--- src/rtl/player_anim_ctrl_pkg.sv ---
// Shared definitions for the player animation controller: state encodings,
// sprite ROM bases, animation frame counts and input bit positions.
package player_anim_ctrl_pkg;

  typedef enum logic [2:0] {
    ST_IDLE  = 3'd0,
    ST_WALK  = 3'd1,
    ST_PUNCH = 3'd2,
    ST_KICK  = 3'd3,
    ST_BLOCK = 3'd4,
    ST_JUMP  = 3'd5
  } anim_state_e;

  localparam logic [3:0] SPR_IDLE  = 4'd0;
  localparam logic [3:0] SPR_WALK  = 4'd1;
  localparam logic [3:0] SPR_PUNCH = 4'd5;
  localparam logic [3:0] SPR_KICK  = 4'd8;
  localparam logic [3:0] SPR_BLOCK = 4'd11;
  localparam logic [3:0] SPR_JUMP  = 4'd12;

  localparam int WALK_FRAMES   = 4;
  localparam int ATTACK_FRAMES = 3;

  localparam int IN_LEFT   = 0;
  localparam int IN_RIGHT  = 1;
  localparam int IN_JUMP   = 2;
  localparam int IN_UNUSED = 3;
  localparam int IN_PUNCH  = 4;
  localparam int IN_KICK   = 5;
  localparam int IN_BLOCK  = 6;

  function automatic logic [3:0] sprite_for(input anim_state_e st, input logic [1:0] idx);
    logic [3:0] spr;
    case (st)
      ST_WALK:  spr = SPR_WALK  + {2'b00, idx};
      ST_PUNCH: spr = SPR_PUNCH + {2'b00, idx};
      ST_KICK:  spr = SPR_KICK  + {2'b00, idx};
      ST_BLOCK: spr = SPR_BLOCK;
      ST_JUMP:  spr = SPR_JUMP;
      default:  spr = SPR_IDLE;
    endcase
    return spr;
  endfunction

endpackage

--- src/rtl/player_anim_ctrl.sv ---
// Per-player move FSM and position datapath; every register advances only on
// a frame_tick cycle so the sprite path never sees a mid-frame change.
//
// state | meaning
// IDLE  | standing, accepts any move request
// WALK  | exactly one of left/right held, x steps each tick
// PUNCH | fixed 3-sub-frame attack, inputs ignored
// KICK  | fixed 3-sub-frame attack, inputs ignored
// BLOCK | held while the block input stays set
// JUMP  | ballistic y, x still steerable, lands on the floor
module player_anim_ctrl
  import player_anim_ctrl_pkg::*;
#(
  parameter int FRAME_TICKS = 4,
  parameter int MOVE_STEP   = 2,
  parameter int X_INIT      = 60,
  parameter int X_MIN       = 0,
  parameter int X_MAX       = 512,
  parameter int FLOOR_Y     = 266,
  parameter int JUMP_V      = 10
) (
  input  logic       clk,
  input  logic       rst,
  input  logic       frame_tick,
  input  logic [6:0] player_inputs,
  output logic [9:0] player_x,
  output logic [9:0] player_y,
  output logic [3:0] sprite_sel,
  output logic       attack_active,
  output logic       blocking,
  output logic [2:0] state
);

  localparam int CNT_W = (FRAME_TICKS > 1) ? $clog2(FRAME_TICKS) : 1;
  localparam logic [CNT_W-1:0] CNT_LAST    = CNT_W'(FRAME_TICKS - 1);
  localparam logic [1:0]       WALK_LAST   = 2'(WALK_FRAMES - 1);
  localparam logic [1:0]       ATTACK_LAST = 2'(ATTACK_FRAMES - 1);

  localparam logic signed [11:0] STEP_S   = 12'(MOVE_STEP);
  localparam logic signed [11:0] XMIN_S   = 12'(X_MIN);
  localparam logic signed [11:0] XMAX_S   = 12'(X_MAX);
  localparam logic [9:0]         XMIN_10  = 10'(X_MIN);
  localparam logic [9:0]         XMAX_10  = 10'(X_MAX);
  localparam logic [9:0]         XINIT_10 = 10'(X_INIT);
  localparam logic [9:0]         FLOOR_10 = 10'(FLOOR_Y);
  localparam logic signed [10:0] FLOOR_S  = 11'(FLOOR_Y);
  localparam logic signed [5:0]  VY_ENTRY = 6'(-JUMP_V);

  anim_state_e            state_q, state_d;
  logic [9:0]             x_q, x_d, y_q, y_d;
  logic signed [5:0]      vy_q, vy_d, vy_use;
  logic [CNT_W-1:0]       cnt_q, cnt_d;
  logic [1:0]             idx_q, idx_d;
  logic [3:0]             sprite_q, sprite_d;
  logic                   attack_q, attack_d;
  logic                   blocking_q, blocking_d;

  logic                   left, right, walk_req;
  logic                   punch_in, kick_in, block_in, jump_in;
  logic                   unused_in;
  logic signed [11:0]     x_s, x_inc, x_dec;
  logic [9:0]             x_moved;
  logic signed [10:0]     y_sum;
  logic                   land;

  assign left      = player_inputs[IN_LEFT];
  assign right     = player_inputs[IN_RIGHT];
  assign jump_in   = player_inputs[IN_JUMP];
  assign punch_in  = player_inputs[IN_PUNCH];
  assign kick_in   = player_inputs[IN_KICK];
  assign block_in  = player_inputs[IN_BLOCK];
  assign unused_in = player_inputs[IN_UNUSED];
  assign walk_req  = left ^ right;

  // Horizontal step with saturation at both screen edges.
  always_comb begin
    x_s     = signed'({2'b00, x_q});
    x_inc   = x_s + STEP_S;
    x_dec   = x_s - STEP_S;
    x_moved = x_q;
    if (right && !left)
      x_moved = (x_inc > XMAX_S) ? XMAX_10 : x_inc[9:0];
    else if (left && !right)
      x_moved = (x_dec < XMIN_S) ? XMIN_10 : x_dec[9:0];
  end

  // The entry tick of a jump already applies the launch velocity.
  always_comb begin
    vy_use = (state_q == ST_JUMP) ? vy_q : VY_ENTRY;
    y_sum  = signed'({1'b0, y_q}) + signed'({{5{vy_use[5]}}, vy_use});
    land   = (vy_use > 6'sd0) && (y_sum >= FLOOR_S);
  end

  always_comb begin
    state_d = state_q;
    x_d     = x_q;
    y_d     = y_q;
    vy_d    = vy_q;
    cnt_d   = cnt_q;
    idx_d   = idx_q;

    case (state_q)
      ST_IDLE, ST_WALK: begin
        if (punch_in)      state_d = ST_PUNCH;
        else if (kick_in)  state_d = ST_KICK;
        else if (block_in) state_d = ST_BLOCK;
        else if (jump_in)  state_d = ST_JUMP;
        else if (walk_req) state_d = ST_WALK;
        else               state_d = ST_IDLE;

        if (state_d == ST_WALK || state_d == ST_JUMP)
          x_d = x_moved;
        if (state_d == ST_JUMP) begin
          y_d  = y_sum[9:0];
          vy_d = vy_use + 6'sd1;
        end
      end
      ST_PUNCH, ST_KICK: begin
        if (idx_q == ATTACK_LAST && cnt_q == CNT_LAST)
          state_d = ST_IDLE;
      end
      ST_BLOCK: begin
        if (!block_in)
          state_d = ST_IDLE;
      end
      ST_JUMP: begin
        x_d = x_moved;
        if (land) begin
          y_d     = FLOOR_10;
          vy_d    = 6'sd0;
          state_d = ST_IDLE;
        end else begin
          y_d  = y_sum[9:0];
          vy_d = vy_use + 6'sd1;
        end
      end
      default: state_d = ST_IDLE;
    endcase

    if (state_d != state_q) begin
      cnt_d = '0;
      idx_d = '0;
    end else if (state_q == ST_WALK || state_q == ST_PUNCH || state_q == ST_KICK) begin
      if (cnt_q == CNT_LAST) begin
        cnt_d = '0;
        if (state_q == ST_WALK && idx_q == WALK_LAST)
          idx_d = '0;
        else
          idx_d = idx_q + 2'd1;
      end else begin
        cnt_d = cnt_q + CNT_W'(1);
      end
    end
  end

  always_comb begin
    sprite_d   = sprite_for(state_d, idx_d);
    attack_d   = (state_d == ST_PUNCH || state_d == ST_KICK) && (idx_d == 2'd1);
    blocking_d = (state_d == ST_BLOCK);
  end

  always_ff @(posedge clk or posedge rst) begin
    if (rst) begin
      state_q    <= ST_IDLE;
      x_q        <= XINIT_10;
      y_q        <= FLOOR_10;
      vy_q       <= 6'sd0;
      cnt_q      <= '0;
      idx_q      <= '0;
      sprite_q   <= SPR_IDLE;
      attack_q   <= 1'b0;
      blocking_q <= 1'b0;
    end else if (frame_tick) begin
      state_q    <= state_d;
      x_q        <= x_d;
      y_q        <= y_d;
      vy_q       <= vy_d;
      cnt_q      <= cnt_d;
      idx_q      <= idx_d;
      sprite_q   <= sprite_d;
      attack_q   <= attack_d;
      blocking_q <= blocking_d;
    end
  end

  assign player_x      = x_q;
  assign player_y      = y_q;
  assign sprite_sel    = sprite_q;
  assign attack_active = attack_q;
  assign blocking      = blocking_q;
  assign state         = state_q;

endmodule

--- config.mk ---
export PLATFORM = sky130hd
export DESIGN_NAME = player_anim_ctrl
export DESIGN_NICKNAME = d
export VERILOG_FILES = /design/src/rtl/player_anim_ctrl_pkg.sv /design/src/rtl/player_anim_ctrl.sv
export SDC_FILE = /design/constraint.sdc
export NUM_CORES = 1
export LEC_CHECK = 0
export CAP_MARGIN = 20
export CORE_MARGIN = 10
export CORE_UTILIZATION = 25
export DETAILED_ROUTE_END_ITERATION = 7
export GPL_TIMING_DRIVEN = 0
export PLACE_DENSITY = 0.51
export SETUP_SLACK_MARGIN = 0.05
export SYNTH_ARGS = -nofsm -noshare
export SYNTH_HDL_FRONTEND = slang
export SYNTH_SLANG_ARGS = --single-unit
--- constraint.sdc ---
create_clock -name clk -period 5.15 [get_ports clk]
set_input_delay 0.7725 -clock clk [delete_from_list [all_inputs] [get_ports clk]]
set_output_delay 0.7725 -clock clk [all_outputs]
set_load 0.02 [all_outputs]
After elaboration in Yosys (flattened, before gate mapping)
Cells that the tools add are included.

Bits in registers: 39. Logic and storage cells: 93.

Muxes and demuxes: 31. Eq/ne operators: 19. $add $sub $neg: 9. Magnitude comparators: 4. Reduce and logical (&&, ||, !) cells: 20. Bitwise gates (word level): 1.

Operators by type and width (number): $mux W10 (7); $pmux W10 S2 (2); $mux W3 (8); $pmux W4 S5 (1); $mux W6 (3); $eq A3 B3 Y1 const B (5); $mux W2 (7); $eq A3 B2 Y1 const B (4); $pmux W3 S4 (1); $pmux W6 S2 (1); $add A10 B2 Y11 const B (1); $add A11 B6 Y11 (1); $ge A11 B10 Y1 const B (1); $gt A11 B10 Y1 const B (1); $lt A11 B1 Y1 const B (1); $sub A10 B2 Y11 const B (1); $eq A3 B1 Y1 const B (3); $add A6 B2 Y6 const B (1); $eq A2 B2 Y1 const B (3); $gt A6 B1 Y1 const B (1); $logic_and A1 B1 Y1 (6); $reduce_and A3 Y1 (2); $add A2 B1 Y2 const B (2); $add A3 B2 Y4 const A (1); other kinds (13) (20).

Longest topological paths before layout
Gate-level depths: netlist (run 1).

Word-level depth: 12. Mapped depth: 18. Depth with buffers taken out: 16.

Least setup slack after synthesis (run 1)
No wires, ideal clock.

Path kind: flip-flop to flip-flop. Start point: register state_q[2] (netlist: state[2]). End point: register sprite_q[1] (netlist: sprite_sel[1]). Stages on the path, launching flop included: 19. Arrival: 4.228 ns. Setup slack: 0.796 ns. Period minus slack after synthesis: 4.354 ns. Path buffers: 2. Path through: dfrtp_1 -> buf_2 -> nand2_1 -> nor2_1 -> and2_1 -> clkbuf_1 -> ha_1 -> fa_1 -> a21o_1 -> a2111o_1 -> and4_4 -> a2111oi_4 -> nand4_1 -> a211oi_2 -> and2_1 -> inv_1 -> ha_1 -> a211oi_1 -> o32a_1.

Word-level cells in the longest chain between the ends: 11.

Ends and longest elaborated chain: start, declared (line player_anim_ctrl.sv:49) `anim_state_e state_q, state_d;`; start signal, assigned (line player_anim_ctrl.sv:174) `state_q <= state_d;`; $eq A3 B3 Y1 (line player_anim_ctrl.sv:89, player_anim_ctrl.sv:102); $mux W6 (line player_anim_ctrl.sv:89) `vy_use = (state_q == ST_JUMP) ? vy_q : VY_ENTRY;`; $add A11 B6 Y11 (line player_anim_ctrl.sv:90) `y_sum = signed'({1'b0, y_q}) + signed'({{5{vy_use[5]}}, vy_use});`; $ge A11 B10 Y1 (line player_anim_ctrl.sv:91) `land = (vy_use > 6'sd0) && (y_sum >= FLOOR_S);`; $logic_and A1 B1 Y1 (line player_anim_ctrl.sv:91); $mux W3 (line player_anim_ctrl.sv:128) `if (land) begin`; $pmux W3 S4 (line player_anim_ctrl.sv:102) `case (state_q)`; $ne A3 B3 Y1 (line player_anim_ctrl.sv:140) `if (state_d != state_q) begin`; $mux W2 * (line player_anim_ctrl.sv:140); via idx_d[1] (line player_anim_ctrl.sv:53) `logic [1:0] idx_q, idx_d;`; $add A4 B2 Y4 (tied with other cells) (line player_anim_ctrl_pkg.sv:37) `ST_KICK: spr = SPR_KICK + {2'b00, idx};`; $pmux W4 S5 * (line player_anim_ctrl_pkg.sv:34) `case (st)`; end signal, assigned (line player_anim_ctrl.sv:180) `sprite_q <= sprite_d;`; end, declared (line player_anim_ctrl.sv:54) `logic [3:0] sprite_q, sprite_d;`.

Mark *: on every way through the listed nets, which the timed path passes. The rest lies on a longest branch. A chain may end at the register's enable or synchronous reset.

Worst setup path in the final report (run 1)
Same ends and word-level chain as after synthesis.

==> summary.txt, run 1 <==
Global route
  • Largest net degree at the start of global routing: 28
  • Grt met1 use: 0.1421
  • First-pass GRT wire length: 15200 µm
  • Number of global-route vias before repair: 2934
  • Initial antenna violation count: 0
  • Gr ovfl total: 0
  • M2 GR Usage: 0.1555
  • GR peak layer: met2
  • Grt met3 use: 0.01992
  • GRT Util Overall: 0.1021

Final layout
  • Antenna diodes: 0
  • Filler Cells Inserted: 1357
  • Multi-input gate area: 2051 µm²
  • Final Instance Area: 3963 µm²
  • FF/Latch Area: 959.7 µm²
  • Most common cell after layout, fill and taps aside: nand2_1
  • Layout area overhead: 23.76%
  • Share of layout cells above drive strength 1: 0.09447
  • Net count, final: 463
  • Commonest cells after routing, fill and taps aside: 42 x nand2_1, 35 x clkdlybuf4s50_1, 33 x o21ai_0

Clock network
  • CTS tree: built
  • Clock Latency Late Sink: 0.29 ns
  • Total CTS buffers: 5
  • Clk sinks: 38
  • Hold buffers post-CTS: 0
  • Clk root buf: clkbuf_16
  • Longest Clk Path Bufs: 2
  • Worst-path clk slew: 0.06 ns
  • Htree depth: 2

Floorplanning
  • Die height: 133.2 µm
  • Starting density of the core: 0.2548
  • I/O pin total: 39
  • Rows: 41
  • Die X: 133.2 µm
  • Die Footprint: 17730 µm²
  • Core Region: 12570 µm²

Logic synthesis
  • Synth area leader: dfrtp_1
  • #FFs+latches synth: 38
  • Area contributors post-synth: dfrtp_1 24%, ha_1 7.4%, dfstp_2 5.7%, o21ai_0 5.2%, nand2_1 5.0%
  • Async SR Flop Fraction: 1.000
  • Main synth FF type: dfrtp_1
  • Synth Warn #: 0
  • Post-synth EDFFs: 0
  • Number of distinct library cells after synthesis: 74
  • Synth Net Count: 419
  • Syn Inst Count: 389
  • Top cell type's share of synthesized area: 0.2423
  • Synthesized cell area: 3202 µm²
  • Mean area per synthesized cell: 8.231 µm²
  • Seq/Total Area, Yosys: 0.2997

Drt
  • Routed Antenna Nets: 0
  • DRT Wirelength: 8941 µm
  • DRT iter0 DRCs: 210
  • Via count: 3061
  • Vias per cell: 5.051
  • Drt pass-1 iters: 6
  • DRC: 0
  • Routed len/inst: 14.75 µm

Placed design
  • Port bufs: 35
  • Gp weighted congestion: 0.8596
  • Post-detail-place hpwl: 6766 µm
  • Placed Area: 3787 µm²

Setup path
  • CP max FO: 10
  • CP Data Arrival Time: 4.93 ns
  • CP Class: reg2reg
  • Crit-path cells: buf_2 -> nand2_2 -> nor2_1 -> and2_1 -> clkbuf_1 -> ha_1 -> fa_1 -> a21o_1 -> a2111o_1 -> and4_4 -> a2111oi_4 -> nand4_1 -> a211oi_4 -> and2_1 -> inv_1 -> ha_1 -> a211oi_1 -> o32a_1
  • Internal reg-to-reg setup slack: 0.39 ns
  • Required @ worst endpoint: 5.32 ns
  • Crit path max-delay family: compound AO/OA/AOI/OAI gates
  • Buffers and inverters on the worst path: 3
  • Crit-path max cell delay: 0.46 ns
  • Worst setup SP type: flip-flop
  • Worst path slowest cell: a2111o_1
  • Setup crit end kind: flip-flop

STA
  • Setup_tns: 0 ns
  • Rel. slew slack: 0.3066
  • Final min period: 4.763 ns
  • Setup violations, final: 0
  • Peak Freq: 0.2099 GHz
  • Worst-margin pin slew: 1.040 ns
  • Slew Viols, Final: 0
  • RSZ-0062 raised after global routing: false
  • Final Cycle Share: 0.9249
  • Final Skew: 0.005425 ns
  • Hold Fails Final Rpt: 0

Power and ir drop
  • Pwr/cell area: 554.4 nW/µm²
  • Leakage: 1.535 nW
  • Post-layout power: 2.197 mW
  • Maximum vdd ir drop: 0.1738 mV

Status
  • Status: completed

Min path
  • Min-delay worst type: reg2reg

Flow run
  • Max Cap Viol: 0
flip-flops by register name (all words and copies together) (netlist names):
name / flops
player_y: 10
player_x: 9
vy_q: 6
sprite_sel: 4
state: 3
cnt_q: 2
idx_q: 2
attack_active: 1
blocking: 1
cell usage after synthesis, types with 4 or more instances:
master and count:
inv_1 23, dfrtp_1 31, a21oi_1 20, nor3b_1 4, a31oi_1 7, o22a_1 5
ha_1 19, or4_1 4, or3_1 7, a211oi_1 5, nand2b_1 4, o21ai_0 33
a21o_1 7, and2_1 5, nor2_1 24, a32oi_1 4, nand4_1 4, xnor2_1 6
nor3_1 10, buf_2 4, nand2_1 43, o31ai_1 4, and3_1 7, o21a_1 5
dfstp_2 7, nand3_1 13, o32a_1 4, clkbuf_1 16
per-stage QoR:
stage	hold WS, ns	utilization	std cells	setup slack (ns)
CTS	0.4945	0.3134	605	0.1760
floorplan	0.4485	-	389	0.7957
detailed placement	0.4767	0.3013	597	0.2041
global placement	0.4630	0.2998	596	0.2037
global route	0.5220	0.3153	606	0.09471
finish	0.4908	0.3153	606	0.3869
final timing paths:
path,from,end,cells after the start
worst min-delay path,player_y[1],player_y[1],2
max in group asynchronous,rst,player_y[1],3
worst min register to register,player_y[1],player_y[1],2
min in group asynchronous,rst,attack_active,2
worst max-delay path,state[2],sprite_sel[1],18
worst max register to register,state[2],sprite_sel[1],18
kinds of logic after synthesis:
| kind of cell | after synthesis | synth area share |
|---|---|---|
| buf+inv | 48 | 0.06487 |
| mux | 3 | 0.01016 |
| flops | 38 | 0.2997 |
| simple gates | 141 | 0.2255 |
| fa+ha+maj | 21 | 0.08363 |
| other cells | 1 | 0.001171 |
| compound gates | 128 | 0.2861 |
| xor+xnor | 9 | 0.02892 |
layer usage:
layer / part of all wire / wire length, µm / vias up
met5: 0 / 0 / -
met3: 0.043 / 383 / 9
met1: 0.50 / 4442 / 1446
li1: - / - / 1523
met2: 0.45 / 3993 / 83
met4: 0.014 / 122 / 0
where the power goes:
part           total (mW)  internal (mW)  switching, mW
Sequential          0.513          0.421         0.0916
Combinational        1.36          0.585          0.777
Clock               0.322          0.192          0.130
area by class of cell:
type | instances | share of cell area
clock inverter | 2 | 0.003158
timing repair buffer | 37 | 0.09536
sequential | 38 | 0.2422
buffer | 25 | 0.03063
clock buffer | 6 | 0.03505
tap | 172 | 0.05431
multi-input combinational | 303 | 0.5175
inverter | 23 | 0.02179
tightest hold or removal path, delay by kind of cell (launching register included):
kind	cells	cell delay [ns]
flops	1	0.39
simple gates	2	0.10
timing repair:
action / CTS / global route
buffers inserted: 0 / 1
setup endpoints to repair: 0 / 4
gates resized for setup: 0 / 3
Note: power is estimated with default switching activity, not from simulation.
==> inputs of run 2 (changes only) <==
CELL_PAD_IN_SITES_DETAIL_PLACEMENT = 1   (was not set)
CELL_PAD_IN_SITES_GLOBAL_PLACEMENT = 1   (was not set)
PLACE_DENSITY = 0.61   (was 0.51)
==> summary.txt, run 2 (synthesis results as in run 1) <==
Status
  • Status: completed

Global route
  • GRT Util Overall: 0.1116 (+0.009505)
  • Grt met3 use: 0.01541 (-0.004511)
  • Largest net degree at the start of global routing: 38 (+36%)
  • M2 GR Usage: 0.1967 (+0.04123)
  • Grt met1 use: 0.1391 (-0.002934)
  • First-pass GRT wire length: 16730 µm (+10%)
  • Gr ovfl total: 0 (unchanged)
  • GR peak layer: met2
  • Number of global-route vias before repair: 3215 (+9.6%)
  • Initial antenna violation count: 0 (unchanged)

Setup path
  • Required @ worst endpoint: 5.32 ns (about the same)
  • CP Data Arrival Time: 4.90 ns (-0.03 ns)
  • CP Class: reg2reg
  • Worst setup SP type: flip-flop
  • Setup crit end kind: flip-flop
  • Internal reg-to-reg setup slack: 0.41 ns (+0.03 ns)
  • CP max FO: 10 (unchanged)

Placed design
  • Placed insts: 597 (unchanged)
  • Gp weighted congestion: 0.7964 (-7.4%)
  • Port bufs: 35 (unchanged)
  • Post-detail-place hpwl: 7429 µm (+9.8%)

Final layout
  • Commonest cells after routing, fill and taps aside: 42 x nand2_1, 35 x clkdlybuf4s50_1, 33 x o21ai_0
  • Antenna diodes: 0 (unchanged)
  • Filler Cells Inserted: 1504 (+11%)
  • Max reg flops: 10 (unchanged)
  • Multi-input gate area: 2051 µm² (unchanged)
  • FF/Latch Area: 959.7 µm² (unchanged)
  • Share of layout cells above drive strength 1: 0.08756 (-0.006912)
  • Layout area overhead: 23.29%
  • Most common cell after layout, fill and taps aside: nand2_1
  • Net count, final: 463 (unchanged)
  • Post-route insts no fill: 606 (unchanged)

Floorplanning
  • Die Footprint: 17730 µm² (unchanged)
  • Starting density of the core: 0.2548 (unchanged)
  • Die height: 133.2 µm (unchanged)
  • I/O pin total: 39 (unchanged)
  • Rows: 41 (unchanged)
  • Die X: 133.2 µm (unchanged)
  • Core Region: 12570 µm² (unchanged)

STA
  • Final Skew: 0.004117 ns (-0.001308 ns)
  • Setup violations, final: 0 (unchanged)
  • Hold Fails Final Rpt: 0 (unchanged)
  • RSZ-0062 raised after global routing: false
  • Rel. slew slack: 0.3493 (+0.04269)
  • Peak Freq: 0.2111 GHz (+0.55%)
  • Worst-margin pin slew: 0.9702 ns (-0.06989 ns)
  • Final Cycle Share: 0.9198 (-0.005102)
  • Final min period: 4.737 ns (-0.02627 ns)
  • Slew Viols, Final: 0 (unchanged)
  • Setup_tns: 0 ns (unchanged)

Drt
  • DRC: 0 (unchanged)
  • Routed Antenna Nets: 0 (unchanged)
  • DRT iter0 DRCs: 108 (-49%)
  • Drt pass-1 iters: 4 (-2)
  • DRT Wirelength: 9787 µm (+9.5%)
  • Vias per cell: 5.036 (-0.29%)
  • Via count: 3052 (-0.29%)
  • Routed len/inst: 16.15 µm (+9.5%)

Power and ir drop
  • Leakage: 1.527 nW (-0.50%)
  • Maximum vdd ir drop: 0.1783 mV (+2.6%)
  • Pwr/cell area: 557.2 nW/µm² (+0.51%)

Flow run
  • Max Cap Viol: 0 (unchanged)

Clock network
  • Clk root buf: clkbuf_16
  • Longest Clk Path Bufs: 2 (unchanged)
  • Htree depth: 2 (unchanged)
  • Clock Latency Late Sink: 0.28 ns (about the same)
  • Clk sinks: 38 (unchanged)
  • Worst-path clk slew: 0.06 ns (about the same)
  • CTS tree: built
  • Total CTS buffers: 5 (unchanged)

Min path
  • Min-delay worst type: reg2reg
[run 2: cell count changes in the layout (fill, tap and decap cells not counted), sizes merged]
| cell | previous run | this run |
|---|---|---|
| clkinv | 1 | 0 |
| clkinvlp | 1 | 0 |
| clkbuf | 22 | 24 |
[run 2: per-stage QoR]
| stage | util | worst slack, ns | power (mW) | hold slack (ns) | instance area, µm² |
|---|---|---|---|---|---|
| 2_1_floorplan | - | 0.7957 | 1.454 | 0.4485 | 3202 |
| 3_3_place_gp | 0.2998 | 0.2268 | 1.849 | 0.4630 | 3767 |
| 3_5_place_dp | 0.3013 | 0.2191 | 1.881 | 0.4703 | 3787 |
| 4_1_cts | 0.3122 | 0.2024 | 2.204 | 0.4859 | 3924 |
| 5_1_grt | 0.3141 | 0.07360 | 2.393 | 0.5182 | 3948 |
| 6_report | 0.3141 | 0.4131 | 2.200 | 0.4862 | 3948 |
[run 2: final cells by class]
| class | instances | share of cell area |
|---|---|---|
| Timing Repair Buffer | 37 | 0.09572 |
| Sequential cell | 38 | 0.2431 |
| Clock buffer | 8 | 0.03455 |
| Multi-Input combinational cell | 303 | 0.5195 |
| Buffer | 25 | 0.03074 |
| Tap cell | 172 | 0.05452 |
| Inverter | 23 | 0.02187 |
[run 2: where the power goes]
| group | internal [mW] | leakage [nW] | switching, mW | total [mW] |
|---|---|---|---|---|
| clock | 0.181 | 0.0652 | 0.125 | 0.305 |
| sequential | 0.421 | 0.446 | 0.0961 | 0.517 |
| combinational | 0.587 | 1.02 | 0.790 | 1.38 |
| total | 1.19 | 1.53 | 1.01 | 2.20 |
[run 2: critical path: stages (launching register included)]
cell and delay, ns:
dfrtp_1 0.38, buf_2 0.17, nand2_2 0.17, nor2_1 0.14
and2_1 0.18, clkbuf_1 0.17, ha_1 0.24, fa_1 0.41
a21o_1 0.23, a2111o_1 0.47, and4_4 0.22, a2111oi_4 0.31
nand4_1 0.23, a211oi_4 0.37, buf_4 0.19, and2_1 0.15
ha_1 0.19, nor3_1 0.07, o32a_1 0.34
[run 2: worst paths after layout]
| path | start | to | cells past startpoint |
|---|---|---|---|
| setup / recovery | state[2] | sprite_sel[2] | 18 |
| hold / removal | vy_q[0] | vy_q[0] | 2 |
| setup reg to reg | state[2] | sprite_sel[2] | 18 |
| hold reg to reg | vy_q[0] | vy_q[0] | 2 |
| max in group asynchronous | rst | player_y[3] | 3 |
| min in group asynchronous | rst | attack_active | 2 |
[run 2: what timing repair did]
| item | 4_1_cts | 5_1_grt |
|---|---|---|
| setup endpoints to repair | 0 | 3 |
| setup buffers | 0 | 1 |
| resized for setup | 0 | 3 |
| hold buffers | 0 | 0 |
[run 2: metal layers]
| layer | wire [µm] | vias up |
|---|---|---|
| li1 | - | 1533 |
| met1 | 4625 | 1475 |
| met2 | 4829 | 38 |
| met3 | 219 | 6 |
| met4 | 112 | 0 |
| met5 | 0 | - |
